## config.mk

```make
export PLATFORM = sky130hd
export DESIGN_NAME = feature_serializer
export DESIGN_NICKNAME = d
export VERILOG_FILES = /design/src/rtl/feature_serializer_pkg.sv /design/src/rtl/feature_serializer_counter.sv /design/src/rtl/feature_serializer.sv
export SDC_FILE = /design/constraint.sdc
export NUM_CORES = 1
export LEC_CHECK = 0
export CORE_ASPECT_RATIO = 0.9
export CORE_MARGIN = 2
export CORE_UTILIZATION = 46
export CTS_CLUSTER_SIZE = 8
export DETAILED_ROUTE_END_ITERATION = 8
export PLACE_DENSITY = 0.69
export SLEW_MARGIN = 10
export SYNTH_ARGS = -nofsm -noshare
export SYNTH_HDL_FRONTEND = slang
export SYNTH_HIERARCHICAL = 1
export SYNTH_SLANG_ARGS = --single-unit
```

## constraint.sdc

```tcl
create_clock -name clk -period 3.6 [get_ports clk]
set_input_delay 0.72 -clock clk [delete_from_list [all_inputs] [get_ports clk]]
set_output_delay 0.72 -clock clk [all_outputs]
set_load 0.02 [all_outputs]
```

## src/rtl/feature_serializer_pkg.sv

```systemverilog
// feature_pkg: shared types and constants for the feature serializer slice.
// Holds the FSM state encoding, the stream tags and the word-size helpers.
package feature_pkg;

  // Serializer FSM states
  typedef enum logic [1:0] {
    IDLE    = 2'd0,
    HEADER  = 2'd1,
    PAYLOAD = 2'd2,
    TRAILER = 2'd3
  } state_t;

  localparam logic [7:0] TRAILER_TAG = 8'hFE;
  localparam logic [7:0] DROP_TAG    = 8'hFD;
  localparam int         WORD_BITS   = 32;

  localparam int DESCRIPTOR_BITS_DEFAULT = 256;
  localparam int WORDS_PER_DESC          = DESCRIPTOR_BITS_DEFAULT / WORD_BITS;

  // Number of stream words needed for a descriptor of the given width
  function automatic int words_per_desc(input int desc_bits);
    return desc_bits / WORD_BITS;
  endfunction

endpackage

```

## src/rtl/feature_serializer_counter.sv

```systemverilog
// frame_feature_counter: per-frame bookkeeping for the feature serializer.
// Tracks promised (expected), popped (received), sent (emitted) and discarded
// (dropped) features, the latched cap and the end-of-frame flag.
module frame_feature_counter
  import feature_pkg::*;
#(
  parameter int COUNT_BITS = 16
) (
  input  logic                  clk,
  input  logic                  reset,
  input  logic                  frame_start,
  input  logic [COUNT_BITS-1:0] cap_load,
  input  logic                  corner_inc,
  input  logic                  frame_end,
  input  logic                  consume,
  input  logic                  emit,
  input  logic                  drop,
  input  logic                  trailer_done,
  output logic [COUNT_BITS-1:0] emitted,
  output logic [COUNT_BITS-1:0] dropped,
  output logic                  frame_end_seen,
  output logic                  drained,
  output logic                  under_cap
);

  localparam logic [COUNT_BITS-1:0] ALL_ONES = '1;
  localparam logic [COUNT_BITS-1:0] ONE      = COUNT_BITS'(1);

  logic [COUNT_BITS-1:0] expected_reg;
  logic [COUNT_BITS-1:0] received_reg;
  logic [COUNT_BITS-1:0] emitted_reg;
  logic [COUNT_BITS-1:0] dropped_reg;
  logic [COUNT_BITS-1:0] cap_reg;
  logic                  frame_end_seen_reg;

  // Frame start wins over every same-cycle event; otherwise counters advance independently
  always_ff @(posedge clk or negedge reset) begin
    if (!reset) begin
      expected_reg       <= '0;
      received_reg       <= '0;
      emitted_reg        <= '0;
      dropped_reg        <= '0;
      cap_reg            <= '0;
      frame_end_seen_reg <= 1'b0;
    end else if (frame_start) begin
      expected_reg       <= '0;
      received_reg       <= '0;
      emitted_reg        <= '0;
      dropped_reg        <= '0;
      cap_reg            <= cap_load;
      frame_end_seen_reg <= 1'b0;
    end else begin
      if (corner_inc && (expected_reg != ALL_ONES)) begin
        expected_reg <= expected_reg + ONE;
      end
      if (consume) begin
        received_reg <= received_reg + ONE;
      end
      if (emit) begin
        emitted_reg <= emitted_reg + ONE;
      end
      if (drop && (dropped_reg != ALL_ONES)) begin
        dropped_reg <= dropped_reg + ONE;
      end
      // A late frame_end must not be lost to the trailer of the same frame
      if (frame_end) begin
        frame_end_seen_reg <= 1'b1;
      end else if (trailer_done) begin
        frame_end_seen_reg <= 1'b0;
      end
    end
  end

  assign emitted        = emitted_reg;
  assign dropped        = dropped_reg;
  assign frame_end_seen = frame_end_seen_reg;
  // An overrun (received > expected) never reads as drained, so no trailer is sent
  assign drained        = (received_reg == expected_reg);
  assign under_cap      = (emitted_reg < cap_reg);

endmodule

```

## src/rtl/feature_serializer.sv

```systemverilog
// feature_serializer: pops finished features (x, y, descriptor) from the
// upstream FIFO and streams them as 32-bit words (header, then descriptor
// words LSW first), followed by one trailer word per frame once every
// promised feature has drained. Features over the per-frame cap are discarded.
// Optional build macro FEATURE_SERIALIZER_DROPCOUNT_EN adds a second trailer
// word carrying the drop count.
module feature_serializer
  import feature_pkg::*;
#(
  parameter int COORD_BITS      = 11,
  parameter int DESCRIPTOR_BITS = DESCRIPTOR_BITS_DEFAULT,
  parameter int COUNT_BITS      = 16
) (
  input  logic                       clk,
  input  logic                       reset,
  input  logic                       in_frame_start,
  input  logic [COUNT_BITS-1:0]      r_max_features,
  input  logic                       in_corner_increment,
  input  logic                       in_frame_end,
  input  logic                       in_valid,
  input  logic [DESCRIPTOR_BITS-1:0] in_descriptor,
  input  logic [COORD_BITS-1:0]      in_x,
  input  logic [COORD_BITS-1:0]      in_y,
  output logic                       out_consume,
  output logic [WORD_BITS-1:0]       out_data,
  output logic                       out_valid,
  input  logic                       in_ready,
  output logic                       out_last,
  output logic [COUNT_BITS-1:0]      out_dropped
);

  localparam int WORDS     = words_per_desc(DESCRIPTOR_BITS);
  localparam int IDX_BITS  = (WORDS > 1) ? $clog2(WORDS) : 1;
  localparam int COORD_PAD = 16 - COORD_BITS;

  localparam logic [IDX_BITS-1:0] LAST_IDX = IDX_BITS'(WORDS - 1);
  localparam logic [IDX_BITS-1:0] IDX_ONE  = IDX_BITS'(1);

  state_t                     state_reg;
  logic [DESCRIPTOR_BITS-1:0] desc_reg;
  logic [IDX_BITS-1:0]        word_idx_reg;
  logic                       stale_reg;
`ifdef FEATURE_SERIALIZER_DROPCOUNT_EN
  logic                       trailer_second_reg;
`endif

  logic [COUNT_BITS-1:0] emitted;
  logic                  frame_end_seen;
  logic                  drained;
  logic                  under_cap;

  logic                  idle_ok;
  logic                  pop_emit;
  logic                  pop_drop;
  logic                  start_trailer;
  logic                  emit_pulse;
  logic                  trailer_done;
  logic [WORD_BITS-1:0]  header_word;
  logic [WORD_BITS-1:0]  trailer_word;

  // No pop on the cycle after a pop (FIFO head update) nor on a frame-start cycle
  assign idle_ok       = (state_reg == IDLE) && !in_frame_start && !out_consume;
  assign pop_emit      = idle_ok && in_valid && under_cap;
  assign pop_drop      = idle_ok && in_valid && !under_cap;
  assign start_trailer = idle_ok && !in_valid && frame_end_seen && drained;

  // A header belonging to the previous frame is sent but not counted
  assign emit_pulse    = (state_reg == HEADER) && in_ready && !stale_reg;
  assign trailer_done  = (state_reg == TRAILER) && out_valid && in_ready && out_last;

  assign header_word   = {{COORD_PAD{1'b0}}, in_y, {COORD_PAD{1'b0}}, in_x};
  assign trailer_word  = {TRAILER_TAG, 8'h00, 16'(emitted)};

  frame_feature_counter #(
    .COUNT_BITS(COUNT_BITS)
  ) u_counter (
    .clk            (clk),
    .reset          (reset),
    .frame_start    (in_frame_start),
    .cap_load       (r_max_features),
    .corner_inc     (in_corner_increment),
    .frame_end      (in_frame_end),
    .consume        (out_consume),
    .emit           (emit_pulse),
    .drop           (pop_drop),
    .trailer_done   (trailer_done),
    .emitted        (emitted),
    .dropped        (out_dropped),
    .frame_end_seen (frame_end_seen),
    .drained        (drained),
    .under_cap      (under_cap)
  );

  // Serializer FSM with registered stream outputs and pop strobe
  always_ff @(posedge clk or negedge reset) begin
    if (!reset) begin
      state_reg          <= IDLE;
      out_valid          <= 1'b0;
      out_consume        <= 1'b0;
      out_last           <= 1'b0;
      out_data           <= '0;
      desc_reg           <= '0;
      word_idx_reg       <= '0;
      stale_reg          <= 1'b0;
`ifdef FEATURE_SERIALIZER_DROPCOUNT_EN
      trailer_second_reg <= 1'b0;
`endif
    end else begin
      out_consume <= 1'b0;
      case (state_reg)
        IDLE: begin
          if (pop_emit) begin
            desc_reg    <= in_descriptor;
            out_data    <= header_word;
            out_valid   <= 1'b1;
            out_last    <= 1'b0;
            out_consume <= 1'b1;
            stale_reg   <= 1'b0;
            state_reg   <= HEADER;
          end else if (pop_drop) begin
            out_consume <= 1'b1;
          end else if (start_trailer) begin
            out_data    <= trailer_word;
            out_valid   <= 1'b1;
`ifdef FEATURE_SERIALIZER_DROPCOUNT_EN
            out_last           <= 1'b0;
            trailer_second_reg <= 1'b0;
`else
            out_last    <= 1'b1;
`endif
            state_reg   <= TRAILER;
          end
        end
        HEADER: begin
          if (in_ready) begin
            out_data     <= desc_reg[WORD_BITS-1:0];
            desc_reg     <= desc_reg >> WORD_BITS;
            word_idx_reg <= '0;
            stale_reg    <= 1'b0;
            state_reg    <= PAYLOAD;
          end else if (in_frame_start) begin
            stale_reg    <= 1'b1;
          end
        end
        PAYLOAD: begin
          if (in_ready) begin
            if (word_idx_reg == LAST_IDX) begin
              out_valid <= 1'b0;
              state_reg <= IDLE;
            end else begin
              out_data     <= desc_reg[WORD_BITS-1:0];
              desc_reg     <= desc_reg >> WORD_BITS;
              word_idx_reg <= word_idx_reg + IDX_ONE;
            end
          end
        end
        TRAILER: begin
          if (in_ready) begin
`ifdef FEATURE_SERIALIZER_DROPCOUNT_EN
            if (!trailer_second_reg) begin
              out_data           <= {DROP_TAG, 8'h00, 16'(out_dropped)};
              out_last           <= 1'b1;
              trailer_second_reg <= 1'b1;
            end else begin
              out_valid <= 1'b0;
              out_last  <= 1'b0;
              state_reg <= IDLE;
            end
`else
            out_valid <= 1'b0;
            out_last  <= 1'b0;
            state_reg <= IDLE;
`endif
          end
        end
        default: begin
          state_reg <= IDLE;
        end
      endcase
    end
  end

endmodule

```

==> results of run 1 <==
==> placed cells by master, fill, tap and decap left out, types with 32 or more instances in the layout <==
| cell type | n |
|---|---|
| dfrtp_1 | 378 |
| o21ai_0 | 47 |
| nor2b_1 | 36 |
| clkdlybuf4s50_1 | 349 |
| inv_1 | 35 |
| clkbuf_16 | 54 |
| mux2i_1 | 240 |
| xor2_1 | 32 |
| nor2_1 | 77 |
| a31oi_1 | 237 |
| mux2_2 | 36 |
| a21oi_1 | 243 |
| nand2_1 | 47 |
==> worst max-delay path: stages (launching register included) <==
cell and delay [ns]:
dfrtp_1 0.42, ha_1 0.33, a21o_1 0.16, a21o_1 0.17
a211oi_1 0.35, and3_1 0.28, nand2_1 0.11, o31ai_4 0.29
buf_12 0.39, buf_4 0.32, a21oi_1 0.10, a31oi_1 0.18
==> layout make-up <==
| type | instances | area, µm² |
|---|---|---|
| well taps | 540 | 676 |
| diodes | 9 | 22.5 |
| fillers | 3458 | 16300 |
| clock buffers | 57 | 1360 |
| flip-flops and latches | 378 | 9460 |
| repair buffers | 388 | 4000 |
| inverters | 35 | 131 |
| clock inverters | 2 | 21.3 |
| multi-input cells | 1234 | 8730 |
==> routing by layer <==
layer	GRT usage	vias to the layer above	wire length [µm]
li1	-	7238	-
met1	0.358	7288	24300
met2	0.366	498	23800
met3	0.0750	77	4930
met4	0.0612	18	908
met5	0	-	121
==> path summary, 6_finish.rpt <==
check,start,end
max,u_counter/emitted[13]$_DFFE_PN0P_,desc_reg[218]$_DFFE_PN0P_
min,reset,u_counter/dropped[10]$_DFFE_PN0P_
max reg2reg,u_counter/emitted[13]$_DFFE_PN0P_,desc_reg[218]$_DFFE_PN0P_
min reg2reg,out_data[9]$_DFFE_PN0P_,out_data[9]$_DFFE_PN0P_
max in group asynchronous,reset,desc_reg[192]$_DFFE_PN0P_
min in group clk,out_data[9]$_DFFE_PN0P_,out_data[9]$_DFFE_PN0P_
==> logic make-up after synthesis <==
family,Yosys count,share of synthesized area
xor+xnor,63,0.0290
compound gates,569,0.173
buf+inv,199,0.0459
flops,378,0.497
simple gates,277,0.0775
mux,299,0.161
fa+ha+maj,26,0.0171
==> stage by stage <==
| step | instances | hold slack, ns | utilization | worst slack, ns | cell area [µm²] |
|---|---|---|---|---|---|
| finish | 2643 | 0.103 | 0.599 | 0.328 | 24400 |
| global route | 2639 | 0.143 | 0.599 | 0.213 | 24400 |
| CTS | 2634 | 0.120 | 0.599 | 0.403 | 24400 |
| detailed placement | 2575 | 0.474 | 0.565 | 0.466 | 23000 |
| global placement | 2575 | 0.466 | 0.565 | 0.515 | 23000 |
| floorplan | 1811 | 0.424 | - | 0.819 | 19000 |
==> report_power, final <==
group | switching, mW | leakage, nW | internal (mW)
Combinational | 6.28 | 5.20 | 4.84
Clock | 1.75 | 0.680 | 2.62
Sequential | 0.980 | 4.45 | 5.98
Total | 9.01 | 10.3 | 13.4
==> flow_metrics.env, run 1 <==
export IMPL_setup_violations=0
export IMPL_avgSynthCellArea_um2=10.5
export IMPL_post_cts_buffers=0
export IMPL_die_x_um=218
export IMPL_ys_types=57
export IMPL_vias=15100
export IMPL_netlist_area_um2=19000
export IMPL_ys_ff_latch=378
export IMPL_core_area_um2=40700
export IMPL_num_nets_final=2417
export IMPL_netlist_instances=1811
export IMPL_critical_path_required_ns=4.08
export IMPL_hold_viol=0
export IMPL_grt_pass1_wl_mm=83.7
export IMPL_grt_max_degree=105
export IMPL_dieArea_um2=43000
export IMPL_startpoint_type="flip-flop"
export IMPL_slew_headroom=0.346
export IMPL_drtIter0Drc=1365
export IMPL_ir_drop_v=0.000836
export IMPL_reg2reg_setup_slack_ns=0.33
export IMPL_power_mw=22.5
export IMPL_synthTopCellsByCount="dfrtp_1, a21oi_1, mux2i_1, a31oi_1, buf_2"
export IMPL_hp_class="in -> async"
export IMPL_firstDrtPassIters=5
export IMPL_fmax_ghz=0.306
export IMPL_cts_hold_buf=0
export IMPL_synth_net_count=2138
export IMPL_cts_buffer_depth=3
export IMPL_clock_latency_ns=0.58
export IMPL_viasPerCell=5.72
export IMPL_fin_crit_sh=0.909
export IMPL_yosys_area_top_type="dfrtp_1"
export IMPL_synth_area_leaders="dfrtp_1, mux2i_1, a31oi_1"
export IMPL_finalMaxSlewViolations=0
export IMPL_place_port_buffers=351
export IMPL_clk_pin_slew_ns=0.05
export IMPL_antenna_found_initial=19
export IMPL_dieHeight_um=197
export IMPL_tightestPinTransition_ns=0.970
export IMPL_synth_most_common_cell="dfrtp_1"
export IMPL_status="complete, no violations"
export IMPL_cts_tree="yes"
export IMPL_yosysSeqAreaShare=0.497
export IMPL_rows=70
export IMPL_path_class="reg -> reg"
export IMPL_grt_pass1_vias=14600
export IMPL_yosysWarnings=6
export IMPL_r2r_cells=11
export IMPL_initial_core_util=0.468
export IMPL_io_pin_count=352
export IMPL_synth_edf_count=0
export IMPL_power_per_cell_area_nw_per_um2=920
export IMPL_postRouteAntennaNets=0
export IMPL_synth_flop_cell="dfrtp_1"
export IMPL_min_period_ns=3.27
export IMPL_rsz0062_at_grt="no"
export IMPL_ctsHtreeMaxLevel=2
export IMPL_crit_fanout=101
export IMPL_drc=0
export IMPL_p_leak_nw=10.3
export IMPL_crit_path_end_kind="flip-flop"
export IMPL_cts_buffers=53
export IMPL_yosysTopAreaCellShare=0.497
export IMPL_synthArstFlopShare=1.00
export IMPL_area_growth_pct=28.2
export IMPL_root_buffer="clkbuf_16"
export IMPL_hpwl_mm=38.2
export IMPL_cts_sinks=378
export IMPL_grt_overflow_total=0
export IMPL_drv_cap=0
export IMPL_routabilityCongestion=0.871
export IMPL_skew_ns=0.0171
export IMPL_routed_wl_mm=54.1
export IMPL_drive_gt1_frac=0.0683
export IMPL_largest_reg_flops=256
export IMPL_worstPathArrival_ns=3.76
export IMPL_gr_usage_all_layers=0.248
export IMPL_cts_resized=0
export IMPL_setup_tns_ns=0
export IMPL_routedWlPerCell_um=20.5
Note: power is estimated with default switching activity, not from simulation.
==> run 2, diff against run 1 <==
--- a/config.mk
+++ b/config.mk
@@ -8,6 +8,7 @@
 export CORE_ASPECT_RATIO = 0.9
 export CORE_MARGIN = 2
 export CORE_UTILIZATION = 46
+export CTS_BUF_LIST = sky130_fd_sc_hd__clkbuf_16
 export CTS_CLUSTER_SIZE = 8
 export DETAILED_ROUTE_END_ITERATION = 8
 export PLACE_DENSITY = 0.69
==> run 2 against run 1 <==
Register-to-register slack barely moved. Via count barely moved. Hold slack improved by 0.00055 ns. Critical path depth did not move. Highest routed layer unchanged. Largest cell class unchanged.
==> flow_metrics.env, run 2 (synthesis gave the netlist of run 1 again) <==
export IMPL_status="complete, no violations"
export IMPL_antenna_found_initial=19
export IMPL_area_growth_pct=28.2
export IMPL_drv_cap=0
export IMPL_hold_viol=0
export IMPL_rsz0062_at_grt="no"
export IMPL_cts_buffers=53
export IMPL_postRouteAntennaNets=0
export IMPL_reg2reg_setup_slack_ns=0.33
export IMPL_ctsHtreeMaxLevel=2
export IMPL_num_nets_final=2417
export IMPL_ir_drop_v=0.000837
export IMPL_crit_path_end_kind="flip-flop"
export IMPL_final_util=0.599
export IMPL_cts_tree="yes"
export IMPL_setup_violations=0
export IMPL_critical_path_required_ns=4.08
export IMPL_die_x_um=218
export IMPL_hp_class="in -> async"
export IMPL_tightestPinTransition_ns=0.970
export IMPL_power_per_cell_area_nw_per_um2=920
export IMPL_cts_resized=0
export IMPL_slew_headroom=0.346
export IMPL_grt_pass1_wl_mm=83.7
export IMPL_dieArea_um2=43000
export IMPL_routed_wl_mm=54.1
export IMPL_hpwl_mm=38.2
export IMPL_path_class="reg -> reg"
export IMPL_drtIter0Drc=1367
export IMPL_viasPerCell=5.72
export IMPL_r2r_cells=11
export IMPL_cts_hold_buf=0
export IMPL_initial_core_util=0.468
export IMPL_startpoint_type="flip-flop"
export IMPL_dieHeight_um=197
export IMPL_crit_fanout=101
export IMPL_fin_crit_sh=0.909
export IMPL_routedWlPerCell_um=20.5
export IMPL_worstSetupEndpoint="desc_reg[218]$_DFFE_PN0P_"
export IMPL_min_period_ns=3.27
export IMPL_grt_pass1_vias=14600
export IMPL_layout_common_cells="dfrtp_1, clkdlybuf4s50_1, a21oi_1"
export IMPL_cp_depth=11
export IMPL_path_cells="ha_1 -> a21o_1 -> a21o_1 -> a211oi_1 -> and3_1 -> nand2_1 -> o31ai_4 -> buf_12 -> buf_4 -> a21oi_1 -> a31oi_1"
export IMPL_worstPathArrival_ns=3.75
export IMPL_drc=0
export IMPL_p_leak_nw=10.3
export IMPL_drive_gt1_frac=0.0683
export IMPL_core_area_um2=40700
export IMPL_reg2reg_to="desc_reg[218]$_DFFE_PN0P_"
export IMPL_vias=15100
export IMPL_routabilityCongestion=0.871
export IMPL_layout_commonest_cell="dfrtp_1"
export IMPL_grt_overflow_total=0
export IMPL_path_common_cell="a21o_1"
export IMPL_place_port_buffers=351
export IMPL_skew_ns=0.0169
export IMPL_cts_sinks=378
export IMPL_gr_usage_all_layers=0.248
export IMPL_regToRegStartpoint="u_counter/emitted[13]$_DFFE_PN0P_"
export IMPL_finalMaxSlewViolations=0
export IMPL_rows=70
export IMPL_cp_num_buf_inv=2
export IMPL_critPathSlowestCell="dfrtp_1"
export IMPL_root_buffer="clkbuf_16"
export IMPL_clock_latency_ns=0.58
export IMPL_largest_reg_flops=256
export IMPL_io_pin_count=352
export IMPL_critical_path_max_stage_delay_ns=0.42
export IMPL_grt_max_degree=105
export IMPL_cpLargestDelayFamily="compound AO/OA/AOI/OAI gates"
export IMPL_clk_pin_slew_ns=0.05
export IMPL_setup_tns_ns=0
export IMPL_cts_buffer_depth=3
export IMPL_cp_startpoint="u_counter/emitted[13]$_DFFE_PN0P_"
export IMPL_fmax_ghz=0.306
export IMPL_firstDrtPassIters=5
export IMPL_post_cts_buffers=0
run 2: cell types whose count changed in the layout (fill, tap and decap cells not counted):
cell and change:
clkbuf_1 -3, inv_1 +3
run 2: metal layers:
metal / up-vias / wire length, µm / track usage
li1: 7234 / - / -
met1: 7301 / 24200 / 0.358
met2: 491 / 23900 / 0.366
met3: 77 / 4910 / 0.0750
met4: 18 / 908 / 0.0612
met5: - / 121 / 0
run 2: worst min path at each step:
stage,depth (start not counted),endpoint,from,slack [ns]
floorplan,0,desc_reg[0]$_DFFE_PN0P_,reset,0.42
global placement,1,out_data[22]$_DFFE_PN0P_,out_data[22]$_DFFE_PN0P_,0.47
detailed placement,1,out_data[10]$_DFFE_PN0P_,out_data[10]$_DFFE_PN0P_,0.47
CTS,1,u_counter/dropped[10]$_DFFE_PN0P_,reset,0.12
global route,1,u_counter/dropped[10]$_DFFE_PN0P_,reset,0.14
finish,1,u_counter/dropped[10]$_DFFE_PN0P_,reset,0.10
run 2: report_power, final:
group,internal (mW),switching (mW),total (mW)
clock,2.61,1.75,4.36
combinational,4.84,6.28,11.1
sequential,5.98,0.979,6.96
run 2: area by class of cell:
cell class	count	area, µm²
antenna	9	22.5
clock buffer	54	1350
clock inverter	5	32.5
fill	3458	16300
inverter	35	131
multi-input combinational	1234	8730
sequential	378	9460
tap	540	676
timing repair buffer	388	4000
run 2: metrics by stage:
step	total power, mW	hold WS [ns]	instances	cell area [µm²]	worst slack [ns]
final	22.4	0.104	2643	24400	0.329
after floorplan	15.2	0.424	1811	19000	0.819
after detailed placement	18.1	0.474	2575	23000	0.466
after global routing	24.0	0.143	2639	24400	0.213
after global placement	17.8	0.466	2575	23000	0.515
after CTS	22.6	0.120	2634	24400	0.403
==> run 3, diff against run 2 <==
--- a/config.mk
+++ b/config.mk
@@ -6,11 +6,11 @@
 export NUM_CORES = 1
 export LEC_CHECK = 0
 export CORE_ASPECT_RATIO = 0.9
-export CORE_MARGIN = 2
 export CORE_UTILIZATION = 46
 export CTS_BUF_LIST = sky130_fd_sc_hd__clkbuf_16
 export CTS_CLUSTER_SIZE = 8
 export DETAILED_ROUTE_END_ITERATION = 8
+export HOLD_SLACK_MARGIN = 0.15
 export PLACE_DENSITY = 0.69
 export SLEW_MARGIN = 10
 export SYNTH_ARGS = -nofsm -noshare
==> constraint.sdc (replaced) <==
create_clock -name clk -period 4 [get_ports clk]
set_input_delay 0.8 -clock clk [delete_from_list [all_inputs] [get_ports clk]]
set_output_delay 0.8 -clock clk [all_outputs]
set_load 0.02 [all_outputs]
==> run 3 against run 2 <==
Core utilization is essentially flat. First-iteration DRC count down 6.2%. Clock power fell by 7.8%.
==> flow_metrics.env, run 3 (synthesis gave the netlist of run 1 again) <==
export IMPL_routed_wl_mm=53.1
export IMPL_hpwl_mm=36.9
export IMPL_routedWlPerCell_um=20.1
export IMPL_drv_cap=0
export IMPL_area_growth_pct=28.2
export IMPL_rsz0062_at_grt="no"
export IMPL_hold_viol=0
export IMPL_dp_cells=2572
export IMPL_largest_reg_flops=256
export IMPL_crit_fanout=80
export IMPL_final_area_um2=24400
export IMPL_p_int_mw=12.2
export IMPL_worstPathArrival_ns=3.76
export IMPL_path_class="reg -> reg"
export IMPL_cts_resized=0
export IMPL_clk_pin_slew_ns=0.05
export IMPL_fin_ws_ns=0.734
export IMPL_slew_headroom=0.263
export IMPL_layout_commonest_cell="dfrtp_1"
export IMPL_status="complete, no violations"
export IMPL_dieArea_um2=42200
export IMPL_cts_sinks=378
export IMPL_power_per_cell_area_nw_per_um2=831
export IMPL_postRouteAntennaNets=0
export IMPL_drtIter0Drc=1282
export IMPL_num_nets_final=2414
export IMPL_whs_ns=0.256
export IMPL_sequentialPowerShare=0.310
export IMPL_gr_usage_all_layers=0.247
export IMPL_cts_hold_buf=0
export IMPL_setup_tns_ns=0
export IMPL_p_sw_mw=8.09
export IMPL_finalMaxSlewViolations=0
export IMPL_fmax_ghz=0.306
export IMPL_crit_path_end_kind="flip-flop"
export IMPL_pre_cts_ws_ns=0.821
export IMPL_fin_crit_sh=0.817
export IMPL_place_area_um2=23000
export IMPL_fillers=3454
export IMPL_startpoint_type="flip-flop"
export IMPL_drc=0
export IMPL_io_pin_count=352
export IMPL_grt_pass1_vias=14400
export IMPL_p_leak_nw=10.3
export IMPL_root_buffer="clkbuf_16"
export IMPL_dieHeight_um=195
export IMPL_power_mw=20.3
export IMPL_cts_tree="yes"
export IMPL_pwr_share_clk=0.198
export IMPL_grt_max_degree=195
export IMPL_initial_core_util=0.468
export IMPL_grt_pass1_wl_mm=82.1
export IMPL_grt_overflow_total=0
export IMPL_firstDrtPassIters=5
export IMPL_min_period_ns=3.27
export IMPL_ctsHtreeMaxLevel=2
export IMPL_routabilityCongestion=0.869
export IMPL_comb_power_share=0.492
export IMPL_place_port_buffers=351
export IMPL_post_cts_buffers=0
export IMPL_setup_violations=0
export IMPL_viasPerCell=5.71
export IMPL_cts_buffer_depth=3
export IMPL_critical_path_required_ns=4.49
export IMPL_sw_frac_of_total=0.399
export IMPL_cts_buffers=53
export IMPL_final_util=0.600
export IMPL_layout_common_cells="dfrtp_1, clkdlybuf4s50_1, a21oi_1"
export IMPL_skew_ns=0.0170
export IMPL_rows=70
export IMPL_vias=15100
export IMPL_hp_class="in -> async"
export IMPL_clock_latency_ns=0.58
export IMPL_final_cell_count_no_fill=2642
export IMPL_tightestPinTransition_ns=1.11
export IMPL_ir_drop_v=0.000915
export IMPL_die_x_um=216
export IMPL_core_area_um2=40700
export IMPL_antenna_found_initial=20
export IMPL_drive_gt1_frac=0.0675
## run 3: cell types whose count changed in the layout (fill, tap and decap cells not counted), sizes merged
cell,delta
clkbuf,+1
inv,-2
buf,-3
bufinv,+1
clkinv,-1
diode,+3
## run 3: final cells by class
cell class                      count  area, µm²  area share
Multi-Input combinational cell   1234       8730       0.358
Inverter                           35        131     0.00538
Clock inverter                      3       42.5     0.00174
Antenna cell                       12       30.0     0.00123
Sequential cell                   378       9460       0.387
Clock buffer                       55       1380      0.0564
Timing Repair Buffer              385       3970       0.163
Tap cell                          540        676      0.0277
## run 3: worst max-delay path, stage by stage (launching register included)
cell and delay (ns):
dfrtp_1 0.42, ha_1 0.33, a21o_1 0.16, a21o_1 0.17
a211oi_1 0.27, and3_1 0.26, nand2_1 0.10, o31ai_4 0.44
buf_12 0.32, buf_12 0.31, a21oi_1 0.11, a31oi_1 0.19
## run 3: power groups by stage
stage | logic (mW) | clock network, mW | registers, mW
4_1_cts | 9.96 | 4.12 | 6.31
6_report | 9.97 | 4.02 | 6.30
3_5_place_dp | 9.92 | 0 | 6.35
5_1_grt | 10.8 | 4.27 | 6.46
3_3_place_gp | 9.70 | 0 | 6.30
2_1_floorplan | 7.52 | 0 | 6.17
## run 3: path summary, 6_finish.rpt
path                                                   start  slack (ns)                          endpoint  cells past startpoint
setup / recovery           u_counter/emitted[13]$_DFFE_PN0P_        0.73         desc_reg[169]$_DFFE_PN0P_                     11
hold / removal                                         reset        0.26  u_counter/dropped[6]$_DFFE_PN0P_                      1
setup reg to reg           u_counter/emitted[13]$_DFFE_PN0P_        0.73         desc_reg[169]$_DFFE_PN0P_                     11
hold reg to reg                     out_data[23]$_DFFE_PN0P_        0.48          out_data[23]$_DFFE_PN0P_                      1
max in group asynchronous                              reset        2.68         desc_reg[112]$_DFFE_PN0P_                      2
min in group clk                    out_data[23]$_DFFE_PN0P_        0.48          out_data[23]$_DFFE_PN0P_                      1
## run 3: layer usage
layer  track usage  vias up  part of all wire
li1              -     7230                 -
met1         0.347     7294              0.45
met2         0.364      476              0.45
met3        0.0838       71             0.082
met4        0.0642       16             0.015
met5             0        -            0.0016
